**src/rtl/fd_fetch_buffer_pkg.sv**
```systemverilog
// Shared constants and helpers for the fetch buffer slice.
// Optional fetch address check enabled by FETCH_EXC_EN.
package fd_fetch_buffer_pkg;

    localparam logic [4:0]  EXC_ADEL = 5'd4;
    localparam logic [4:0]  EXC_NONE = 5'd0;
    localparam logic [31:0] NOP      = 32'h0;
    localparam logic [31:0] IM_BASE  = 32'h0000_3000;
    localparam int          IM_SIZE  = 16384;

    typedef struct packed {
        logic [4:0]  exccode;
        logic [31:0] pc;
        logic [31:0] instr;
    } fb_entry_t;

    // Misaligned or outside [base, base+bytes) in 33-bit math to avoid wrap.
    function automatic logic addr_bad(
        input logic [31:0] pc,
        input logic [31:0] base,
        input logic [32:0] bytes
    );
        logic [32:0] pc_x;
        logic [32:0] lo_x;
        logic [32:0] hi_x;
        pc_x = {1'b0, pc};
        lo_x = {1'b0, base};
        hi_x = lo_x + bytes;
        return (pc[1:0] != 2'b00) || (pc_x < lo_x) || (pc_x >= hi_x);
    endfunction

endpackage

```
**src/rtl/fd_fetch_buffer_fifo_core.sv**
```systemverilog
// Generic in-order register FIFO with push/pop/clear and occupancy.
// Used by fd_fetch_buffer; FETCH_EXC_EN only changes its WIDTH.
module fetch_fifo_core #(
    parameter int DEPTH = 4,
    parameter int WIDTH = 64
) (
    input  logic                     clk,
    input  logic                     reset,
    input  logic                     push,
    input  logic                     pop,
    input  logic                     clear,
    input  logic [WIDTH-1:0]         wdata,
    output logic [WIDTH-1:0]         rdata,
    output logic [$clog2(DEPTH):0]   count,
    output logic                     full,
    output logic                     empty
);

    localparam int PTR_W = $clog2(DEPTH);
    localparam logic [PTR_W:0] FULL_CNT = (PTR_W+1)'(DEPTH);

    logic [WIDTH-1:0] mem_q [DEPTH];
    logic [PTR_W-1:0] rd_q, rd_d;
    logic [PTR_W-1:0] wr_q, wr_d;
    logic [PTR_W:0]   cnt_q, cnt_d;
    logic             do_push;
    logic             do_pop;

    assign full    = (cnt_q == FULL_CNT);
    assign empty   = (cnt_q == '0);
    assign do_push = push & ~full & ~clear;
    assign do_pop  = pop & ~empty;
    assign count   = cnt_q;
    assign rdata   = mem_q[rd_q];

    always_comb begin
        rd_d  = rd_q;
        wr_d  = wr_q;
        cnt_d = cnt_q;
        if (clear) begin
            rd_d  = '0;
            wr_d  = '0;
            cnt_d = '0;
        end else begin
            if (do_push) wr_d = wr_q + PTR_W'(1);
            if (do_pop)  rd_d = rd_q + PTR_W'(1);
            if (do_push && !do_pop)
                cnt_d = cnt_q + (PTR_W+1)'(1);
            else if (!do_push && do_pop)
                cnt_d = cnt_q - (PTR_W+1)'(1);
        end
    end

    always_ff @(posedge clk) begin
        if (reset) begin
            rd_q  <= '0;
            wr_q  <= '0;
            cnt_q <= '0;
        end else begin
            rd_q  <= rd_d;
            wr_q  <= wr_d;
            cnt_q <= cnt_d;
        end
    end

    // Storage needs no reset: reads are masked while empty.
    always_ff @(posedge clk) begin
        if (do_push) mem_q[wr_q] <= wdata;
    end

endmodule

```
**src/rtl/fd_fetch_buffer.sv**
```systemverilog
// Fetch-to-decode instruction queue with PC-enable back-pressure.
// Define FETCH_EXC_EN to tag bad fetch addresses with AdEL.
module fd_fetch_buffer
    import fd_fetch_buffer_pkg::*;
#(
    parameter int          DEPTH    = 4,
    parameter logic [31:0] INI_ADDR = IM_BASE,
    parameter int          IM_BYTES = IM_SIZE
) (
    input  logic                   clk,
    input  logic                   reset,
    input  logic [31:0]            f_pc,
    input  logic [31:0]            f_instr,
    input  logic                   f_valid,
    output logic                   f_en,
    input  logic                   flush,
    input  logic                   d_ready,
    output logic                   d_valid,
    output logic [31:0]            d_pc,
    output logic [31:0]            d_instr,
    output logic [4:0]             d_exccode,
    output logic [$clog2(DEPTH):0] count
);

    logic full;
    logic empty;
    logic push;
    logic pop;

    assign f_en    = ~full | flush;
    assign push    = f_valid & ~full & ~flush;
    assign d_valid = ~empty;
    assign pop     = d_valid & d_ready;

`ifdef FETCH_EXC_EN
    localparam int W = $bits(fb_entry_t);
    fb_entry_t wr_e;
    fb_entry_t rd_e;
    logic      bad;

    assign bad          = addr_bad(f_pc, INI_ADDR, 33'(IM_BYTES));
    assign wr_e.pc      = f_pc;
    assign wr_e.instr   = bad ? NOP : f_instr;
    assign wr_e.exccode = bad ? EXC_ADEL : EXC_NONE;
    assign d_exccode    = empty ? EXC_NONE : rd_e.exccode;
`else
    localparam int W = 64;
    logic [63:0] wr_e;
    logic [63:0] rd_e;

    assign wr_e      = {f_pc, f_instr};
    assign d_exccode = EXC_NONE;
`endif

    logic [W-1:0] rd_raw;

    fetch_fifo_core #(
        .DEPTH (DEPTH),
        .WIDTH (W)
    ) u_core (
        .clk   (clk),
        .reset (reset),
        .push  (push),
        .pop   (pop),
        .clear (flush),
        .wdata (wr_e),
        .rdata (rd_raw),
        .count (count),
        .full  (full),
        .empty (empty)
    );

    assign rd_e = rd_raw;

`ifdef FETCH_EXC_EN
    assign d_pc    = empty ? 32'h0 : rd_e.pc;
    assign d_instr = empty ? NOP : rd_e.instr;
`else
    assign d_pc    = empty ? 32'h0 : rd_e[63:32];
    assign d_instr = empty ? NOP : rd_e[31:0];
`endif

endmodule
```
**config.mk**
```make
export PLATFORM = sky130hd
export DESIGN_NAME = fd_fetch_buffer
export DESIGN_NICKNAME = d
export VERILOG_FILES = /design/src/rtl/fd_fetch_buffer_pkg.sv /design/src/rtl/fd_fetch_buffer_fifo_core.sv /design/src/rtl/fd_fetch_buffer.sv
export SDC_FILE = /design/constraint.sdc
export NUM_CORES = 1
export LEC_CHECK = 0
export ABC_AREA = 0
export CAP_MARGIN = 30
export CORE_AREA = 3 3 141 143
export DETAILED_ROUTE_END_ITERATION = 7
export DIE_AREA = 0 0 144 146
export PLACE_DENSITY = 0.91
export SLEW_MARGIN = 30
export SYNTH_ARGS = -nofsm -noshare
export SYNTH_HDL_FRONTEND = slang
export SYNTH_SLANG_ARGS = --single-unit
```
**constraint.sdc**
```tcl
create_clock -name clk -period 6.5 [get_ports clk]
set_input_delay 1.95 -clock clk [delete_from_list [all_inputs] [get_ports clk]]
set_output_delay 1.95 -clock clk [all_outputs]
set_load 0.05 [all_outputs]
```
==> flow_summary_export.csv <==
group,metric,value,unit
critical_path,critPathArrivalTime,3.42,ns
timing,fin_crit_sh,82.6,%
timing,clock_skew,0.0126,ns
critical_path,critPathMaxStageDelay,0.70,ns
timing,finalSetupTns,0,ns
clocking,tritoncts,"done",
power,p_leak,4.02,nW
critical_path,reg2reg_from,"u_core.count[0]",
min_path,hold_start,"u_core.rd_q[0]",
critical_path,rr_worst_depth,8,
placed_design,place_area,11800,sq um
logic_synthesis,syn_inst,462,
clocking,insertion_delay,0.51,ns
clocking,htreeDepth,1,
logic_synthesis,synth_edf_count,256,
global_routing,grt_max_degree,66,
min_path,min_to,"u_core.rd_q[0]",
logic_synthesis,yosys.cell_count.top_type,"edfxtp_1",
run,drv_cap,0,
timing,finalSetupViolCount,0,
clocking,cts_root_buf,"clkbuf_16",
route,antenna_left,0,
power,p_per_area,295,nW/um^2
timing,whs,0.541,ns
route,wirelength,18700,microns
logic_synthesis,synthTopCellsByCount,"256 x edfxtp_1, 64 x and2_1, 60 x mux4_2",
logic_synthesis,async_flop_share,0,%
timing,worstMarginPinSlew,0.936,ns
logic_synthesis,syn_area,10300,sq um
logic_synthesis,ys_seq_area_share,76.6,%
logic_synthesis,yosysTopAreaCell,"edfxtp_1",
logic_synthesis,ys_ff_latch,265,
clocking,ctsHoldBuffers,0,
timing,timing.final.ws_setup,1.13,ns
clocking,clockBufferDepth,3,
floorplan,core_area,18700,sq um
final_layout,diodes,0,
logic_synthesis,synth_cell_types,32,
clocking,cts_resized,0,
timing,grt_setup_unrepaired,"no",
logic_synthesis,yosys-top-cells-area,"edfxtp_1 75%, mux4_2 13%, and2_1 3.9%",
critical_path,crit-reg2reg-capture,"u_core.count[2]",
critical_path,path_cells,"clkdlybuf4s50_1 > or2_2 > clkdlybuf4s50_1",
global_routing,overflow,0,
logic_synthesis,yosys_warnings,0,
min_path,hold_depth,2,
clocking,clk_pin_slew,0.06,ns
power,ir_worst_vdd,0.000274,V
floorplan,ios,143,
critical_path,r2r_slack,4.10,ns
global_routing,grt_pass1_wl,29700,microns
route,drtIter0Drc,221,
route,vias,4815,
route,drt_pre_antenna_iters,4,
critical_path,cp_top_family,"buffers and inverters",
floorplan,dieHeight,146,microns
timing,period_needed,5.37,ns
floorplan,initial_utilization,54.9,%
placed_design,pre_cts_slack,1.13,ns
global_routing,antenna_found_initial,0,
critical_path,path_buf_inv,2,
outcome,status,"finished clean",
floorplan,fp.dieW,144,microns
critical_path,path_class,"in2out",
floorplan,num_rows,50,
placed_design,portBuffers,137,
critical_path,slowest_stage,"clkdlybuf4s50_1",
clocking,cts_setup_buffers,0,
route,vias_per_cell,5.61,
critical_path,crit_path_end_kind,"output pin",
critical_path,worstPathRequired,4.55,ns
final_layout,final_cells,859,
route,post-route-drc-count,0,
logic_synthesis,syn_area_per_cell,22.2,sq um
route,avgRoutedWirePerCell,21.7,microns
critical_path,critPathLaunchType,"input pin",
timing,hold_viol,0,
logic_synthesis,ys.flop_type,"edfxtp_1",
critical_path,critPathMostFrequentCell,"clkdlybuf4s50_1",
timing,relSlewSlack,37.6,%
placed_design,hpwlAfterDp,10600,microns
final_layout,drive_above_1_share,17.8,%
placed_design,gp_congestion,0.742,
global_routing,grt_pass1_vias,5371,
clocking,cts_buffers,26,
clocking,cts_sinks,265,
floorplan,die_area,21000,sq um
logic_synthesis,synth_top_area_share,74.9,%
min_path,hold_class,"reg2reg",
timing,maxSlewViolCount,0,
final_layout,fin_nets,685,
timing,max_freq,186,MHz
critical_path,critPathMaxFanout,4,
final_layout,final_area,12700,sq um
global_routing,grt_usage,18.2,%
final_layout,area_growth,23.2,%
placed_design,dp_cells,811,
## final cells by class
cell class / instances / area (sq um)
Timing Repair Buffer: 144 / 1520
Clock buffer: 33 / 698
Multi-Input combinational cell: 170 / 2190
Clock inverter: 10 / 70.1
Inverter: 3 / 11.3
Tap cell: 234 / 293
Fill cell: 1133 / 6050
Sequential cell: 265 / 7880
## kinds of logic after synthesis
kind of cell | share of synthesized area (%)
mux | 14.3
flops | 76.6
fa+ha+maj | 0.804
compound gates | 0.500
simple gates | 4.95
other cells | 0.0365
xor+xnor | 0.341
buf+inv | 2.44
## cells in the final DEF, fill, tap and decap left out, types with 2 or more instances in the layout
master / Yosys / layout
or2_2: 2 / 2
a21oi_1: 2 / 2
xor2_1: 4 / 4
nor2_1: 6 / 6
inv_1: 3 / 3
dfxtp_4: 0 / 2
clkinv_1: 0 / 4
clkinv_2: 0 / 5
edfxtp_1: 256 / 256
clkbuf_16: 0 / 27
ha_1: 5 / 5
mux4_1: 4 / 4
buf_16: 0 / 4
clkbuf_1: 8 / 6
dfxtp_1: 9 / 7
and2_1: 64 / 64
clkdlybuf4s50_1: 0 / 137
and3_4: 0 / 4
conb_1: 1 / 5
mux4_2: 60 / 60
buf_4: 5 / 2
## registers in the layout, summed over array words and instances (netlist names), named ones only
signal,cells
u_core.mem_q,256
u_core.rd_q,2
u_core.wr_q,2
u_core.count,3
## tightest hold or removal path, delay by kind of cell, from the launching register on
| family | cells | cell delay [ns] |
|---|---|---|
| flops | 1 | 0.34 |
| xor+xnor | 1 | 0.08 |
| simple gates | 1 | 0.08 |
## per-layer routing
metal | global-route usage [%] | vias up | wire length (microns)
li1 | - | 2163 | -
met1 | 24.1 | 2489 | 7680
met2 | 31.6 | 143 | 9870
met3 | 3.65 | 20 | 864
met4 | 3.72 | 0 | 251
met5 | 0 | - | 0
## metrics by stage
stage	total power, mW	utilization, %
6_report	3.74	67.6
5_1_grt	3.87	67.6
4_1_cts	3.77	66.9
3_5_place_dp	2.41	62.8
3_3_place_gp	2.40	62.8
2_1_floorplan	2.24	-
## worst max path at each step
stage	from	endpoint	slack, ns	depth (start not counted)
after global placement	flush	f_en	1.15	3
after global routing	flush	f_en	1.10	3
after detailed placement	flush	f_en	1.13	3
final	flush	f_en	1.13	3
after floorplan	flush	f_en	2.19	1
after CTS	flush	f_en	1.13	3
## power breakdown
part	internal [mW]	switching, mW
Sequential	1.90	0.0128
Combinational	0.179	0.284
Clock	0.790	0.568
Note: power is estimated with default switching activity, not from simulation.
